`src/rtl/pipe_ctrl_pkg.sv`:
```
// pipe_ctrl_pkg: shared core constants for the pipeline hazard controller.
package pipe_ctrl_pkg;
    localparam int REG_ADDR_W = 5;
    localparam int REG_NUM = 32;
    localparam logic [31:0] NOP = 32'h00000013;
    localparam logic [REG_ADDR_W-1:0] ZERO_REG = 5'd0;
    typedef logic [REG_ADDR_W-1:0] reg_addr_t;
endpackage

```
`src/rtl/pipe_scoreboard.sv`:
```
// pipe_scoreboard: busy bits for registers awaiting a divider writeback.
module pipe_scoreboard import pipe_ctrl_pkg::*; (
    input  logic      clk,
    input  logic      rst,
    input  logic      set_en,
    input  reg_addr_t set_addr,
    input  logic      clr_en,
    input  reg_addr_t clr_addr,
    input  reg_addr_t rd1_addr,
    input  reg_addr_t rd2_addr,
    output logic      rd1_busy,
    output logic      rd2_busy,
    output logic      any_busy
);
    logic [REG_NUM-1:0] busy;

    always_ff @(posedge clk) begin
        if (rst) begin
            busy <= '0;
        end else begin
            if (clr_en) busy[clr_addr] <= 1'b0;
            // Set is applied last so a same-cycle start wins over a done.
            if (set_en && set_addr != ZERO_REG) busy[set_addr] <= 1'b1;
        end
    end

    assign rd1_busy = busy[rd1_addr];
    assign rd2_busy = busy[rd2_addr];
    assign any_busy = |busy;
endmodule

```
`src/rtl/pipe_ctrl.sv`:
```
// pipe_ctrl: hazard, stall and redirect control for the IF -> ID -> EX pipeline.
module pipe_ctrl import pipe_ctrl_pkg::*; #(
    parameter int STALL_MAX = 15,
    parameter int CNT_W = 4
) (
    input  logic        clk,
    input  logic        rst,
    input  reg_addr_t   id_reg1_addr_i,
    input  reg_addr_t   id_reg2_addr_i,
    input  logic        id_reg1_rd_i,
    input  logic        id_reg2_rd_i,
    input  logic        id_is_div_i,
    input  logic        ex_wr_en_i,
    input  reg_addr_t   ex_wr_addr_i,
    input  logic        ex_is_load_i,
    input  logic        ex_jump_i,
    input  logic [31:0] ex_jump_addr_i,
    input  logic        div_start_i,
    input  reg_addr_t   div_rd_i,
    input  logic        div_done_i,
    input  reg_addr_t   div_done_rd_i,
    input  logic        mem_busy_i,
    output logic        hold_pc_o,
    output logic        hold_ifid_o,
    output logic        flush_ifid_o,
    output logic        flush_idex_o,
    output logic        pc_jump_o,
    output logic [31:0] pc_jump_addr_o,
    output logic        stall_timeout_o
);
    localparam logic [CNT_W-1:0] STALL_LIM = CNT_W'(STALL_MAX);

    logic             jump_pend, timeout;
    logic [31:0]      jump_addr;
    logic [CNT_W-1:0] stall_cnt, cnt_nxt;
    logic             src1, src2, load_use, sb_hit, div_struct, rd1_busy, rd2_busy, any_busy;

    pipe_scoreboard u_sb (
        .clk      (clk),
        .rst      (rst),
        .set_en   (div_start_i),
        .set_addr (div_rd_i),
        .clr_en   (div_done_i),
        .clr_addr (div_done_rd_i),
        .rd1_addr (id_reg1_addr_i),
        .rd2_addr (id_reg2_addr_i),
        .rd1_busy (rd1_busy),
        .rd2_busy (rd2_busy),
        .any_busy (any_busy)
    );

    assign src1 = id_reg1_rd_i && id_reg1_addr_i != ZERO_REG;
    assign src2 = id_reg2_rd_i && id_reg2_addr_i != ZERO_REG;
    assign load_use = ex_is_load_i && ex_wr_en_i && ex_wr_addr_i != ZERO_REG &&
                      ((src1 && ex_wr_addr_i == id_reg1_addr_i) || (src2 && ex_wr_addr_i == id_reg2_addr_i));
    assign sb_hit = (src1 && rd1_busy) || (src2 && rd2_busy);
    assign div_struct = id_is_div_i && any_busy;

    always_comb begin
        hold_pc_o = 1'b0;
        hold_ifid_o = 1'b0;
        flush_ifid_o = 1'b0;
        flush_idex_o = 1'b0;
        pc_jump_o = 1'b0;
        pc_jump_addr_o = '0;
        if (rst) begin
            flush_ifid_o = 1'b1;
            flush_idex_o = 1'b1;
        end else if (mem_busy_i) begin
            hold_pc_o = 1'b1;
            hold_ifid_o = 1'b1;
        end else if (jump_pend || ex_jump_i) begin
            pc_jump_o = 1'b1;
            flush_ifid_o = 1'b1;
            flush_idex_o = 1'b1;
            pc_jump_addr_o = jump_pend ? jump_addr : ex_jump_addr_i;
        end else if (load_use || sb_hit || div_struct) begin
            hold_pc_o = 1'b1;
            hold_ifid_o = 1'b1;
            flush_idex_o = 1'b1;
        end
    end

    assign cnt_nxt = !hold_pc_o ? '0 : (stall_cnt == '1) ? stall_cnt : stall_cnt + 1'b1;
    assign stall_timeout_o = timeout;

    always_ff @(posedge clk) begin
        if (rst) begin
            jump_pend <= 1'b0;
            jump_addr <= '0;
            stall_cnt <= '0;
            timeout <= 1'b0;
        end else begin
            // A jump seen during a bus freeze is parked and replayed once the bus frees.
            if (mem_busy_i && ex_jump_i) begin
                jump_pend <= 1'b1;
                jump_addr <= ex_jump_addr_i;
            end else if (!mem_busy_i) begin
                jump_pend <= 1'b0;
            end
            stall_cnt <= cnt_nxt;
            timeout <= timeout || cnt_nxt >= STALL_LIM;
        end
    end
endmodule

```
`config.mk`:
```
export PLATFORM = sky130hd
export DESIGN_NAME = pipe_ctrl
export DESIGN_NICKNAME = d
export VERILOG_FILES = /design/src/rtl/pipe_ctrl_pkg.sv /design/src/rtl/pipe_scoreboard.sv /design/src/rtl/pipe_ctrl.sv
export SDC_FILE = /design/constraint.sdc
export NUM_CORES = 1
export LEC_CHECK = 0
export ABC_CLOCK_PERIOD_IN_PS = 6450
export BUFFER_PORTS_ARGS = -buffer_cell sky130_fd_sc_hd__buf_2
export CORE_UTILIZATION = 55
export DETAILED_ROUTE_END_ITERATION = 8
export GPL_TIMING_DRIVEN = 0
export PLACE_DENSITY = 0.8
export RECOVER_POWER = 50
export SLEW_MARGIN = 10
export SYNTH_ARGS = -nofsm -noshare
export SYNTH_HDL_FRONTEND = slang
export SYNTH_SLANG_ARGS = --single-unit
```
`constraint.sdc`:
```
create_clock -name clk -period 6.45 [get_ports clk]
set_input_delay 0.9675 -clock clk [delete_from_list [all_inputs] [get_ports clk]]
set_output_delay 0.9675 -clock clk [all_outputs]
set_load 0.03 [all_outputs]
```
## Yosys cells after proc, flatten, opt, wreduce, memory -nomap -nowiden

Index checks and enable logic that the tools add are counted.

- Output and inout bits: 38
- Register bits after elaboration: 70

- Multiplexer cells: 30
- $lt $le $gt $ge: 7
- Reductions and logical operators: 25
- Bitwise gates (word level): 3
- $add $sub $neg: 1
- Equal/unequal tests: 4

Operator list:

| kind | number |
|---|---|
| $mux W32 | 7 |
| $and A32 B32 Y32 | 1 |
| $not A32 Y32 | 1 |
| $or A32 B32 Y32 | 1 |
| $reduce_or A32 Y1 | 1 |
| $lt A5 B6 Y1 const B | 4 |
| $reduce_bool A5 Y1 | 4 |
| $mux W1 | 17 |
| $logic_and A1 B1 Y1 | 14 |
| $bmux W1 S5 | 2 |
| $demux W1 S5 | 2 |
| $eq A5 B5 Y1 | 2 |
| $ge A5 B1 Y1 const B | 2 |
| $mux W4 | 2 |
| $logic_or A1 B1 Y1 | 6 |
| $add A4 B1 Y4 const B | 1 |
| $eq A4 B4 Y1 const B | 1 |
| $ge A4 B4 Y1 const B | 1 |
| $ne A2 B1 Y1 const B | 1 |

## Longest topological paths before layout

- Depth in word-level cells: 14
- Mapped depth: 8
- Mapped depth without buffers: 6

## Modules after synthesis

From an unflattened synthesis, not the netlist that was laid out.

- Cell total of the unflattened synthesis: 531
- Area total of the unflattened synthesis: 4,107.7 um^2

By module, submodules not included:

| module | instances | cells each | area each (um^2) |
|---|---|---|---|
| pipe_ctrl | 1 | 278 | 2,109.5 |
| pipe_scoreboard | 1 | 253 | 1,998.2 |

## Worst setup path after synthesis

No wires, ideal clock.

- Path kind: input to output
- From: input port id_reg2_addr_i[1]
- To: output port hold_pc_o
- Cell stages on the path: 8
- Slack: 2,718 ps
- Arrival: 2,764 ps
- Buffers on the path: 2
- Required time: 5,483 ps
- Cell sequence: buf_2 > or3_1 > or3_1 > nand4_1 > a21oi_1 > nor4b_4 > nor2_1 > buf_4

- Cells in the longest elaborated chain, start to end: 11
- Elaborated cells between the ends (all ways): 16
- Those cells by class: 1 x eq/ne; 6 x mux; 9 x reduce/logical

Ends and longest elaborated chain:

| item | RTL line | source |
|---|---|---|
| from (decl) | pipe_ctrl.sv:9 | `input reg_addr_t id_reg2_addr_i,` |
| parallel branches: the longest is 5 deep, another holds $bmux W1 S5 | n/a |  |
| $logic_or A1 B1 Y1 (*) (2 in a row) | pipe_ctrl.sv:77 | `end else if (load_use \|\| sb_hit \|\| div_struct) begin` |
| $mux W1 (*) (4 in a row) | n/a |  |
| to (decl) | pipe_ctrl.sv:23 | `output logic hold_pc_o,` |

Every way passes the cells marked *. The select of a mux whose other input is x is not followed.

## Final worst setup path

- From: input port id_reg2_addr_i[0]
- To: output port hold_pc_o

- Cells in the longest elaborated chain, start to end: 11
- Elaborated cells between the ends (all ways): 16
- Those cells by class: 1 x eq/ne; 6 x mux; 9 x reduce/logical

Ends and longest elaborated chain:

| item | RTL line | source |
|---|---|---|
| parallel branches: the longest is 5 deep, another holds $bmux W1 S5 | n/a |  |
| $logic_or A1 B1 Y1 (*) (2 in a row) | pipe_ctrl.sv:77 |  |
| $mux W1 (*) | pipe_ctrl.sv:77 |  |
| $mux W1 (*) | pipe_ctrl.sv:72 | `end else if (jump_pend \|\| ex_jump_i) begin` |
| $mux W1 (*) | pipe_ctrl.sv:69 | `end else if (mem_busy_i) begin` |
| $mux W1 (*) | pipe_ctrl.sv:66 | `if (rst) begin` |

Marks and branches as above.

==> out/results.tsv <==
metric	value	unit
status	finished clean	
first_iter_violations	241	
cts_max_level	3	
max_freq	252.0	MHz
synth_top_cell_by_area	dfxtp_1	
diodes	0	
rrSetupSlack	4.41	ns
firstDrtPassIters	5	
synth.area.top_cells	dfxtp_1, nand2_1, mux2i_1	
stdcell_area	0.004837	mm^2
cpLargestDelayFamily	simple AND/OR/NAND/NOR gates	
vdd_drop_max	0.1340	mV
gp_congestion	0.8989	
fin_hold_ws	0.4578	ns
cap_violations	0	
slowest_stage	mux4_2	
fin_crit_sh	0.6153	
drtAntennaViolNets	0	
cp_data_required_time	5.48	ns
placed_area	0.004637	mm^2
cp_slowest_stage_delay	0.51	ns
fp.coreArea	0.006907	mm^2
postCtsSetupBuffers	0	
cts_tree	built	
crit_path_cell_trace	buf_2 > buf_6 > mux4_2 > mux2i_1 > nand3_1 > and4_4 > nor4b_4 > nor2_1 > buf_4 > buf_2	
fin_crit	3.969	ns
vias	4135	
start_kind	primary input	
hold_depth	2	
setup_viol	0	
final-hold-violation-count	0	
p_leak	1.896	nW
final_cell_mix	nand2_1, buf_2, dfxtp_1	
rows	30	
port_buffers	103	
worstRegToRegCells	6	
grt_use_total	0.2847	
clk_transition_reported_paths	0.08	ns
async_reset_ff_frac	0	
crit_path_end_kind	output pin	
yosys.cell_types.count	48	
critical_path.most_common_cell	buf_2	
rsz0062_at_grt	false	
finalSetupTns	0	ns
slew_viol_final	0	
finalClockSkew	0.008383	ns
synth_flop_cell	dfxtp_1	
io_pins	106	
grt_start_max_net_pins	13	
vias_per_cell	5.775	
die_area	0.007620	mm^2
ys_warn_count	0	
fin_nets	684	
route.detailed.drc	0	
relSlewSlack	0.2198	
antenna_found_initial	0	
syn_nets	570	
cts_buffers	9	
cts_hold_buf	0	
worst-path-stages	10	
synth_edf_count	0	
grt_pass1_wl	17040	um
synthCells	501	
clock_latency	0.34	ns
synth_top_area_frac	0.3502	
worst-path-max-fanout	10	
synth_area	0.004001	mm^2
cellPowerDensity	205.7	mW/mm^2
grt_overflow	0	
start_util	0.5793	
setup_ws	2.481	ns
drive_gt1_frac	0.2242	
tightest_slew	1.168	ns
root_buffer	clkbuf_8	
cts.sinks	70	
final_common_cell	nand2_1	
synth_area_per_cell	7.987	um^2
die_h	87.30	um
wl_per_cell	14.95	um
die_x	87.30	um
first_global_vias	3830	
dp_hpwl	8064	um
crit_arrival	3.00	ns
synth-seq-cells	70	
syn_to_final_growth	20.89	%
hold_class	flip-flop to flip-flop	
totalWireLength	10700	um
place_ws	2.465	ns
fillers	627	
cts_buffer_depth	2	
post_cts_resized	0	
path_buf_inv	4	
path_class	primary input to output pin	
post-route-util	0.7004	
yosysSeqAreaShare	0.3502	
report_power, final:
part           internal, W  switching, W
clock             0.000200      0.000170
combinational    0.0000671      0.000104
sequential        0.000445    0.00000883
total             0.000712      0.000283
logic make-up (layout without fill, tap and decap cells):
family	Yosys count	in the layout	synth area share
multiplexers	53	53	0.1735
flip-flops	70	70	0.3502
AND/OR/NAND/NOR	222	222	0.2674
buffers and inverters	36	155	0.03971
AO/OA/AOI/OAI	108	108	0.1420
adder cells (fa/ha/maj)	1	1	0.003126
XOR/XNOR	11	11	0.02408
registers in the layout (all words and copies together) (netlist names):
register	cells
jump_addr	32
jump_pend	1
stall_cnt	4
stall_timeout_o	1
u_sb.busy	32
cell type report:
cell class	count	area, um^2	area share
timing repair buffer	103	506.7	0.1048
clock buffer	11	151.4	0.03130
clock inverter	5	57.56	0.01190
sequential	70	1401	0.2897
tap	96	120.1	0.02483
multi-input combinational	395	2441	0.5047
inverter	3	11.26	0.002328
buffer	33	147.6	0.03052
through the flow:
| stage | total power [W] | cells |
|---|---|---|
| after floorplan | 0.0005728 | 501 |
| after global placement | 0.0006291 | 700 |
| after detailed placement | 0.0006342 | 700 |
| after CTS | 0.0009974 | 716 |
| after global routing | 0.001033 | 716 |
| final | 0.0009949 | 716 |
cell usage after synthesis, types with 2 or more instances:
| master | number |
|---|---|
| nor3b_1 | 8 |
| and3b_1 | 2 |
| buf_1 | 6 |
| o21ai_1 | 2 |
| buf_6 | 2 |
| or3_1 | 4 |
| nor2_1 | 45 |
| and3_1 | 3 |
| xnor2_1 | 3 |
| o21ai_0 | 32 |
| inv_1 | 2 |
| a21oi_1 | 66 |
| mux4_2 | 13 |
| nand3_1 | 8 |
| nand4_1 | 6 |
| xor2_1 | 8 |
| nor3_1 | 5 |
| nand2_1 | 106 |
| mux2i_1 | 39 |
| buf_2 | 4 |
| nand3b_1 | 8 |
| dfxtp_1 | 70 |
| nor2b_1 | 4 |
| clkbuf_1 | 20 |
| or3b_1 | 2 |
| nor4_1 | 11 |
worst paths after layout:
path                                   startpoint            end
worst max-delay path            id_reg2_addr_i[0]      hold_pc_o
worst min-delay path                jump_addr[31]  jump_addr[31]
worst max register to register      u_sb.busy[24]   stall_cnt[2]
worst min register to register      jump_addr[31]  jump_addr[31]
worst min-delay path, cell delays in order, from the launching register on:
cell	delay, ns
dfxtp_1	0.31
nand2_1	0.05
a21oi_1	0.05
metal layers:
layer | wire, um | up-vias | GRT usage
met3 | 623 | 23 | 0.05118
met5 | 0 | - | 0
met4 | 249 | 0 | 0.1222
met2 | 5173 | 155 | 0.4723
met1 | 4657 | 1962 | 0.3630
li1 | - | 1995 | -
No activity file was read; power rests on OpenSTA's default activity.
